## src/rtl/aes_host_driver_if.sv

```systemverilog
// aes_host_driver_if: bundles the parallel host request/response port and the
// byte-serial AES engine bus seen by aes_host_driver.
interface aes_host_driver_if;
    logic         req_valid;
    logic         req_ready;
    logic [127:0] req_pt;
    logic [127:0] req_key;
    logic         req_key_load;
    logic [1:0]   aes_cmd;
    logic [7:0]   aes_din;
    logic         aes_ready;
    logic [7:0]   aes_dout;
    logic         aes_dok;
    logic [127:0] ct_data;
    logic         ct_valid;
    logic         ct_ready;
    logic         busy;
    logic         err;
    logic [1:0]   err_code;

    // master is the driver itself; slave is the host plus engine around it
    modport master (
        input  req_valid, req_pt, req_key, req_key_load,
        input  aes_ready, aes_dout, aes_dok, ct_ready,
        output req_ready, aes_cmd, aes_din, ct_data, ct_valid,
        output busy, err, err_code
    );

    modport slave (
        output req_valid, req_pt, req_key, req_key_load,
        output aes_ready, aes_dout, aes_dok, ct_ready,
        input  req_ready, aes_cmd, aes_din, ct_data, ct_valid,
        input  busy, err, err_code
    );
endinterface

```

## src/rtl/aes_host_driver.sv

```systemverilog
// aes_host_driver: serializes a 128-bit plaintext (and optional key) onto the
// AES engine byte bus, starts it, and gathers the 16-byte ciphertext burst.
module aes_host_driver #(
    parameter int unsigned TIMEOUT_CYCLES = 256
) (
    input  logic              clk,
    input  logic              rst_,
    aes_host_driver_if.master bus
);

    typedef enum logic [2:0] {
        ST_IDLE,
        ST_SEND_PT,
        ST_SEND_KEY,
        ST_START,
        ST_COLLECT,
        ST_DRAIN
    } state_e;

    localparam logic [15:0] TMO_LAST = 16'(TIMEOUT_CYCLES - 1);

    state_e       state_q, state_d;
    logic [127:0] pt_q, pt_d;
    logic [127:0] key_q, key_d;
    logic         key_load_q, key_load_d;
    logic [3:0]   idx_q, idx_d;
    logic [15:0]  tmo_q, tmo_d;
    logic [4:0]   cnt_q, cnt_d;
    logic [127:0] shreg_q, shreg_d;
    logic [127:0] ct_data_q, ct_data_d;
    logic         ct_valid_q, ct_valid_d;
    logic         err_q, err_d;
    logic [1:0]   err_code_q, err_code_d;
    logic         req_ready;
    logic [1:0]   aes_cmd;
    logic [7:0]   aes_din;

    // A pending ciphertext blocks new work so it can never be overwritten
    assign req_ready = (state_q == ST_IDLE) && bus.aes_ready && !ct_valid_q;

    always_ff @(posedge clk or negedge rst_) begin
        if (!rst_) begin
            state_q    <= ST_IDLE;
            pt_q       <= '0;
            key_q      <= '0;
            key_load_q <= 1'b0;
            idx_q      <= '0;
            tmo_q      <= '0;
            cnt_q      <= '0;
            shreg_q    <= '0;
            ct_data_q  <= '0;
            ct_valid_q <= 1'b0;
            err_q      <= 1'b0;
            err_code_q <= 2'b00;
        end else begin
            state_q    <= state_d;
            pt_q       <= pt_d;
            key_q      <= key_d;
            key_load_q <= key_load_d;
            idx_q      <= idx_d;
            tmo_q      <= tmo_d;
            cnt_q      <= cnt_d;
            shreg_q    <= shreg_d;
            ct_data_q  <= ct_data_d;
            ct_valid_q <= ct_valid_d;
            err_q      <= err_d;
            err_code_q <= err_code_d;
        end
    end

    always_comb begin
        state_d    = state_q;
        pt_d       = pt_q;
        key_d      = key_q;
        key_load_d = key_load_q;
        idx_d      = idx_q;
        tmo_d      = tmo_q;
        cnt_d      = cnt_q;
        shreg_d    = shreg_q;
        ct_data_d  = ct_data_q;
        ct_valid_d = ct_valid_q;
        err_d      = 1'b0;
        err_code_d = err_code_q;

        if (ct_valid_q && bus.ct_ready) begin
            ct_valid_d = 1'b0;
        end

        case (state_q)
            ST_IDLE: begin
                if (bus.req_valid && req_ready) begin
                    pt_d       = bus.req_pt;
                    key_d      = bus.req_key;
                    key_load_d = bus.req_key_load;
                    idx_d      = '0;
                    state_d    = ST_SEND_PT;
                end
            end
            ST_SEND_PT: begin
                idx_d = idx_q + 4'd1;
                if (idx_q == 4'd15) begin
                    tmo_d   = '0;
                    state_d = key_load_q ? ST_SEND_KEY : ST_START;
                end
            end
            ST_SEND_KEY: begin
                idx_d = idx_q + 4'd1;
                if (idx_q == 4'd15) begin
                    tmo_d   = '0;
                    state_d = ST_START;
                end
            end
            ST_START: begin
                if (bus.aes_dok) begin
                    shreg_d = {shreg_q[119:0], bus.aes_dout};
                    cnt_d   = 5'd1;
                    state_d = ST_COLLECT;
                end else if (tmo_q == TMO_LAST) begin
                    err_d      = 1'b1;
                    err_code_d = 2'b01;
                    tmo_d      = '0;
                    state_d    = ST_IDLE;
                end else begin
                    tmo_d = tmo_q + 16'd1;
                end
            end
            ST_COLLECT: begin
                if (bus.aes_dok) begin
                    if (cnt_q == 5'd16) begin
                        err_d      = 1'b1;
                        err_code_d = 2'b11;
                        state_d    = ST_DRAIN;
                    end else begin
                        shreg_d = {shreg_q[119:0], bus.aes_dout};
                        cnt_d   = cnt_q + 5'd1;
                    end
                end else if (cnt_q == 5'd16) begin
                    ct_data_d  = shreg_q;
                    ct_valid_d = 1'b1;
                    cnt_d      = '0;
                    state_d    = ST_IDLE;
                end else begin
                    err_d      = 1'b1;
                    err_code_d = 2'b10;
                    cnt_d      = '0;
                    state_d    = ST_IDLE;
                end
            end
            ST_DRAIN: begin
                // Overflow bytes are swallowed until the engine ends its burst
                if (!bus.aes_dok) begin
                    cnt_d   = '0;
                    state_d = ST_IDLE;
                end
            end
            default: state_d = ST_IDLE;
        endcase
    end

    // idx counts bytes MSB-first, so ~idx selects byte lane 15-idx
    always_comb begin
        aes_cmd = 2'b00;
        aes_din = 8'h00;
        case (state_q)
            ST_SEND_PT: begin
                aes_cmd = 2'b01;
                aes_din = pt_q[{~idx_q, 3'b000} +: 8];
            end
            ST_SEND_KEY: begin
                aes_cmd = 2'b10;
                aes_din = key_q[{~idx_q, 3'b000} +: 8];
            end
            ST_START: aes_cmd = 2'b11;
            default: begin
                aes_cmd = 2'b00;
                aes_din = 8'h00;
            end
        endcase
    end

    assign bus.req_ready = req_ready;
    assign bus.aes_cmd   = aes_cmd;
    assign bus.aes_din   = aes_din;
    assign bus.ct_data   = ct_data_q;
    assign bus.ct_valid  = ct_valid_q;
    assign bus.busy      = (state_q != ST_IDLE);
    assign bus.err       = err_q;
    assign bus.err_code  = err_code_q;

endmodule

```

## src/flat_wrapper.sv

```systemverilog
// flat-port wrapper written by rule: the top's interface ports become plain ports
module aes_host_driver_flat 
#(
    parameter int unsigned TIMEOUT_CYCLES = 256
)
  (clk, rst_, bus_req_valid, bus_req_pt, bus_req_key, bus_req_key_load, bus_aes_ready, bus_aes_dout, bus_aes_dok, bus_ct_ready, bus_req_ready, bus_aes_cmd, bus_aes_din, bus_ct_data, bus_ct_valid, bus_busy, bus_err, bus_err_code);
  aes_host_driver_if bus_i ();
  input  logic clk;
  input  logic rst_;
  input wire logic [$bits(bus_i.req_valid)-1:0] bus_req_valid;
  input wire logic [$bits(bus_i.req_pt)-1:0] bus_req_pt;
  input wire logic [$bits(bus_i.req_key)-1:0] bus_req_key;
  input wire logic [$bits(bus_i.req_key_load)-1:0] bus_req_key_load;
  input wire logic [$bits(bus_i.aes_ready)-1:0] bus_aes_ready;
  input wire logic [$bits(bus_i.aes_dout)-1:0] bus_aes_dout;
  input wire logic [$bits(bus_i.aes_dok)-1:0] bus_aes_dok;
  input wire logic [$bits(bus_i.ct_ready)-1:0] bus_ct_ready;
  output wire logic [$bits(bus_i.req_ready)-1:0] bus_req_ready;
  output wire logic [$bits(bus_i.aes_cmd)-1:0] bus_aes_cmd;
  output wire logic [$bits(bus_i.aes_din)-1:0] bus_aes_din;
  output wire logic [$bits(bus_i.ct_data)-1:0] bus_ct_data;
  output wire logic [$bits(bus_i.ct_valid)-1:0] bus_ct_valid;
  output wire logic [$bits(bus_i.busy)-1:0] bus_busy;
  output wire logic [$bits(bus_i.err)-1:0] bus_err;
  output wire logic [$bits(bus_i.err_code)-1:0] bus_err_code;
  assign bus_i.req_valid = bus_req_valid;
  assign bus_i.req_pt = bus_req_pt;
  assign bus_i.req_key = bus_req_key;
  assign bus_i.req_key_load = bus_req_key_load;
  assign bus_i.aes_ready = bus_aes_ready;
  assign bus_i.aes_dout = bus_aes_dout;
  assign bus_i.aes_dok = bus_aes_dok;
  assign bus_i.ct_ready = bus_ct_ready;
  assign bus_req_ready = bus_i.req_ready;
  assign bus_aes_cmd = bus_i.aes_cmd;
  assign bus_aes_din = bus_i.aes_din;
  assign bus_ct_data = bus_i.ct_data;
  assign bus_ct_valid = bus_i.ct_valid;
  assign bus_busy = bus_i.busy;
  assign bus_err = bus_i.err;
  assign bus_err_code = bus_i.err_code;
  aes_host_driver #(.TIMEOUT_CYCLES(TIMEOUT_CYCLES)) u_core (.clk(clk), .rst_(rst_), .bus(bus_i));
endmodule
```

## config.mk

```make
export PLATFORM = sky130hd
export DESIGN_NAME = aes_host_driver_flat
export DESIGN_NICKNAME = d
export VERILOG_FILES = /design/src/rtl/aes_host_driver_if.sv /design/src/rtl/aes_host_driver.sv /design/src/flat_wrapper.sv
export SDC_FILE = /design/constraint.sdc
export NUM_CORES = 1
export LEC_CHECK = 0
export CAP_MARGIN = 20
export CORE_MARGIN = 3
export CORE_UTILIZATION = 35
export CTS_BUF_LIST = sky130_fd_sc_hd__clkbuf_4 sky130_fd_sc_hd__clkbuf_8 sky130_fd_sc_hd__clkbuf_16
export CTS_CLUSTER_DIAMETER = 120
export CTS_CLUSTER_SIZE = 16
export DETAILED_ROUTE_END_ITERATION = 8
export HOLD_SLACK_MARGIN = 0.02
export PLACE_DENSITY = 0.59
export REMOVE_ABC_BUFFERS = 1
export SETUP_SLACK_MARGIN = 0.05
export SYNTH_ARGS = -nofsm -noshare
export SYNTH_HDL_FRONTEND = slang
export SYNTH_SLANG_ARGS = --single-unit
export TNS_END_PERCENT = 5
```

## constraint.sdc

```tcl
create_clock -name clk -period 3.7 [get_ports clk]
set_input_delay 1.11 -clock clk [delete_from_list [all_inputs] [get_ports clk]]
set_output_delay 1.11 -clock clk [all_outputs]
set_load 0.02 [all_outputs]
```

==> impl_metrics.py <==
metrics = {
    "sta": {
        "finalCritPeriodShare_pct": 114,
        "clock.fmax_mhz": 237,
        "slew_violations": 0,
        "skew_ns": 0.0152,
        "final.setup.tns_ns": -3.41,
        "final_hold_viol_count": 0,
        "rsz0062_at_grt": "true",
        "setup_viol": 8,
        "relSlewSlack_pct": 34.8,
        "period_minus_slack_ns": 4.22,
        "worst_slack_ns": -0.515,
        "worstMarginPinSlew_ns": 0.969,
    },
    "critical_path": {
        "worstPathArrival_ns": 3.11,
        "critPathTopFamily": "simple AND/OR/NAND/NOR gates",
        "crit_buf_inv": 3,
        "path_cells": "or3b_4 -> buf_8 -> mux4_2 -> o22ai_2 -> a2111oi_4 -> buf_4 -> and4b_2 -> buf_6",
        "worstPathRequired_ns": 2.59,
        "worst_path_largest_cell_delay_ns": 0.51,
        "path_class": "flop to primary output",
        "critPathSlowestCell": "or3b_4",
        "worstSetupEndpointType": "primary output",
        "path_max_fanout": 7,
        "startpoint_type": "flop",
    },
    "drt": {
        "vias": 14600,
        "vias_per_cell": 5.05,
        "ant_nets": 0,
        "wl_met2_um": 32600,
        "met3WireLength_um": 2700,
        "routed_wl_um": 63100,
        "drc": 0,
        "drtIter0Drc": 758,
        "wire_per_inst_um": 21.9,
        "top_layer": "met5",
        "drtPass1Iterations": 4,
        "drt-met1-wl_um": 26500,
    },
    "grt": {
        "grt_overflow": 0,
        "grt_pass1_vias": 15800,
        "grt_max_degree": 77,
        "antenna_found_initial": 11,
        "grt.total_usage_pct": 18.0,
        "grt_pass1_wl_um": 97000,
    },
    "clock_tree": {
        "cts.htree.levels": 2,
        "cts-root-buf": "clkbuf_16",
        "clkTransAtPathRegs_ns": 0.08,
        "cts_tree": "built",
        "cts_made_buffers": 40,
        "clk_path_buf_depth": 3,
        "insertion_delay_ns": 0.57,
        "cts_hold_buf": 0,
        "cts_sinks": 545,
    },
    "die": {
        "fp-row-count": 93,
        "die_h_um": 262,
        "die_area_um2": 68800,
        "core_area_um2": 64700,
        "die_w_um": 262,
        "pin_count": 415,
        "initial_core_util_pct": 35.5,
    },
    "synth": {
        "synth-edff-count": 0,
        "avgSynthCellArea_um2": 14.7,
        "ys_ff_latch": 545,
        "ys.flop_type": "dfrtp_1",
        "ys_warn_count": 0,
        "ys_async_sr_fraction_pct": 100,
        "synth_cell_types": 52,
        "syn_inst": 1559,
        "ys_seq_area_share_pct": 59.4,
        "netlist_area_um2": 23000,
    },
    "place": {
        "place_area_um2": 28700,
        "port_buffers": 414,
        "dp.cells": 2821,
        "dp_hpwl_um": 47000,
        "gp_congestion": 0.855,
    },
    "pwr": {
        "fin_total_pwr_mw": 17.9,
        "power_frac_clock_pct": 22.6,
        "intPower_mw": 12.5,
        "p_switching_mw": 5.37,
        "power_density_nw_per_um2": 594,
        "ir_drop_mv": 0.391,
        "p_seq_share_pct": 47.8,
        "netSwitchingFraction_pct": 30.0,
        "cellLeakagePower_nw": 13.4,
        "p_comb_share_pct": 29.5,
    },
    "job": {
        "maxCapViolCount": 0,
    },
    "layout": {
        "fillers": 5770,
        "final_nets": 2299,
        "seq_area_um2": 13600,
        "area_growth_pct": 31.3,
        "stdcell_count": 2888,
        "multi_input_area_um2": 9030,
        "drive_gt1_share_pct": 37.1,
        "stdcell_area_um2": 30200,
    },
    "run_status": {
        "violations": "negative setup slack",
        "status": "finished with violations",
    },
    "min_path": {
        "min_path_type": "flop to flop",
    },
}
==> placed cells by master (no fill, tap or decap), types with 5 or more instances in the layout <==
cell type,synthesis,final
a211oi_1,5,5
a21oi_1,32,30
a31o_2,7,7
a31oi_1,9,9
and3_1,21,21
and4b_1,8,6
buf_12,1,29
buf_4,0,77
buf_6,4,5
clkbuf_16,0,40
clkdlybuf4s50_1,0,404
dfrtp_1,545,544
diode_2,0,5
inv_1,7,7
mux2_2,514,514
mux2i_1,13,11
mux4_2,39,39
nand2_1,49,46
nand2b_1,14,14
nand3_1,22,22
nand3b_1,12,12
nor2_1,31,29
nor2b_1,5,5
nor3_1,9,9
nor3b_1,11,10
o21ai_0,43,43
o22ai_1,9,6
==> power by group through the flow <==
stage          Combinational, mW  Sequential, mW  Clock (mW)
6_report                    5.29            8.57        4.06
5_1_grt                     5.72            8.74        4.44
4_1_cts                     5.27            8.55        4.22
3_5_place_dp                5.09            8.66           0
3_3_place_gp                4.97            8.64           0
2_1_floorplan               3.21            8.33           0
==> per-stage QoR <==
stage | setup WS (ns) | utilization [%] | hold WS [ns]
floorplan | -9.55 | - | 0.444
global placement | -0.629 | 44.4 | 0.465
detailed placement | -0.662 | 44.4 | 0.473
CTS | -0.584 | 46.4 | 0.484
global route | -0.619 | 46.6 | 0.495
finish | -0.515 | 46.6 | 0.487
==> worst reg2reg max path, delay by kind of cell, from the launching register on <==
kind                   cells  cell delay (ns)
and+or+nand+nor            3             0.99
muxes                      1             0.38
DFF                        1             0.39
buffers and inverters      4             0.87
==> layout make-up <==
type                       instances  share of cell area, %
sequential                       545                   45.2
tap                              855                   3.55
multi-input combinational        910                   29.9
clock buffer                      42                   3.37
antenna                            5                 0.0415
inverter                           7                 0.0871
timing repair buffer             520                   17.6
clock inverter                     4                  0.212
==> synth_stat cells (3+ instances only) <==
library cell,n,area share (%)
nor3b_1,11,0.36
nor2_1,31,0.51
a31o_2,7,0.27
nand2b_1,14,0.38
nand3_1,22,0.48
buf_1,3,0.049
buf_6,4,0.20
a21oi_1,32,0.70
a311oi_1,7,0.27
a21o_1,3,0.098
and2_1,3,0.082
buf_2,54,1.2
and4b_1,8,0.35
a31oi_1,9,0.25
o31ai_1,4,0.13
mux4_2,39,3.8
ha_1,4,0.22
a211oi_1,5,0.16
nor4_1,3,0.082
o21ai_0,43,0.94
mux2i_1,13,0.57
nor3_1,9,0.20
a2111oi_0,9,0.34
and3_1,21,0.57
dfrtp_1,545,59
clkbuf_1,34,0.56
o22ai_1,9,0.25
nand2_1,49,0.80
mux2_2,514,25
nor2b_1,5,0.14
nand3b_1,12,0.39
inv_1,7,0.11
==> cell families after synthesis <==
family	Yosys count	share of synthesized area, %
fa+ha+maj	4	0.218
flops	545	59.4
compound gates	137	3.72
xor+xnor	1	0.0381
buf+inv	104	2.24
mux	566	29.6
simple gates	202	4.84
==> flip-flops by register name, indices dropped and copies added (netlist names), 2 cells and up <==
name	cells
u_core.bus.ct_data	128
u_core.bus.err_code	2
u_core.cnt_q	5
u_core.idx_q	4
u_core.key_q	128
u_core.pt_q	128
u_core.shreg_q	128
u_core.state_q	3
u_core.tmo_q	16
==> layer usage <==
metal,vias to the layer above,GRT usage [%]
met2,275,31.6
met5,-,0
met3,76,2.93
met4,6,4.18
li1,6608,-
met1,7631,23.2
==> path summary, 6_finish.rpt <==
check / start / slack, ns / cells past startpoint / endpoint
setup / recovery: u_core.state_q[0] / -0.52 / 8 / bus_aes_din[1]
hold / removal: u_core.tmo_q[15] / 0.49 / 1 / u_core.tmo_q[15]
setup reg to reg: u_core.state_q[0] / 0.95 / 8 / u_core.bus.ct_data[125]
hold reg to reg: u_core.tmo_q[15] / 0.49 / 1 / u_core.tmo_q[15]
max in group asynchronous: rst_ / 2.23 / 2 / u_core.bus.ct_data[42]
min in group asynchronous: rst_ / 0.56 / 1 / u_core.key_q[17]
==> repair_timing <==
| action | CTS | global route |
|---|---|---|
| pin swaps | 11 | 9 |
| resized for setup | 63 | 14 |
| setup buffers | 9 | 7 |
| setup endpoints to repair | 8 | 8 |
Note: power is estimated with default switching activity, not from simulation.
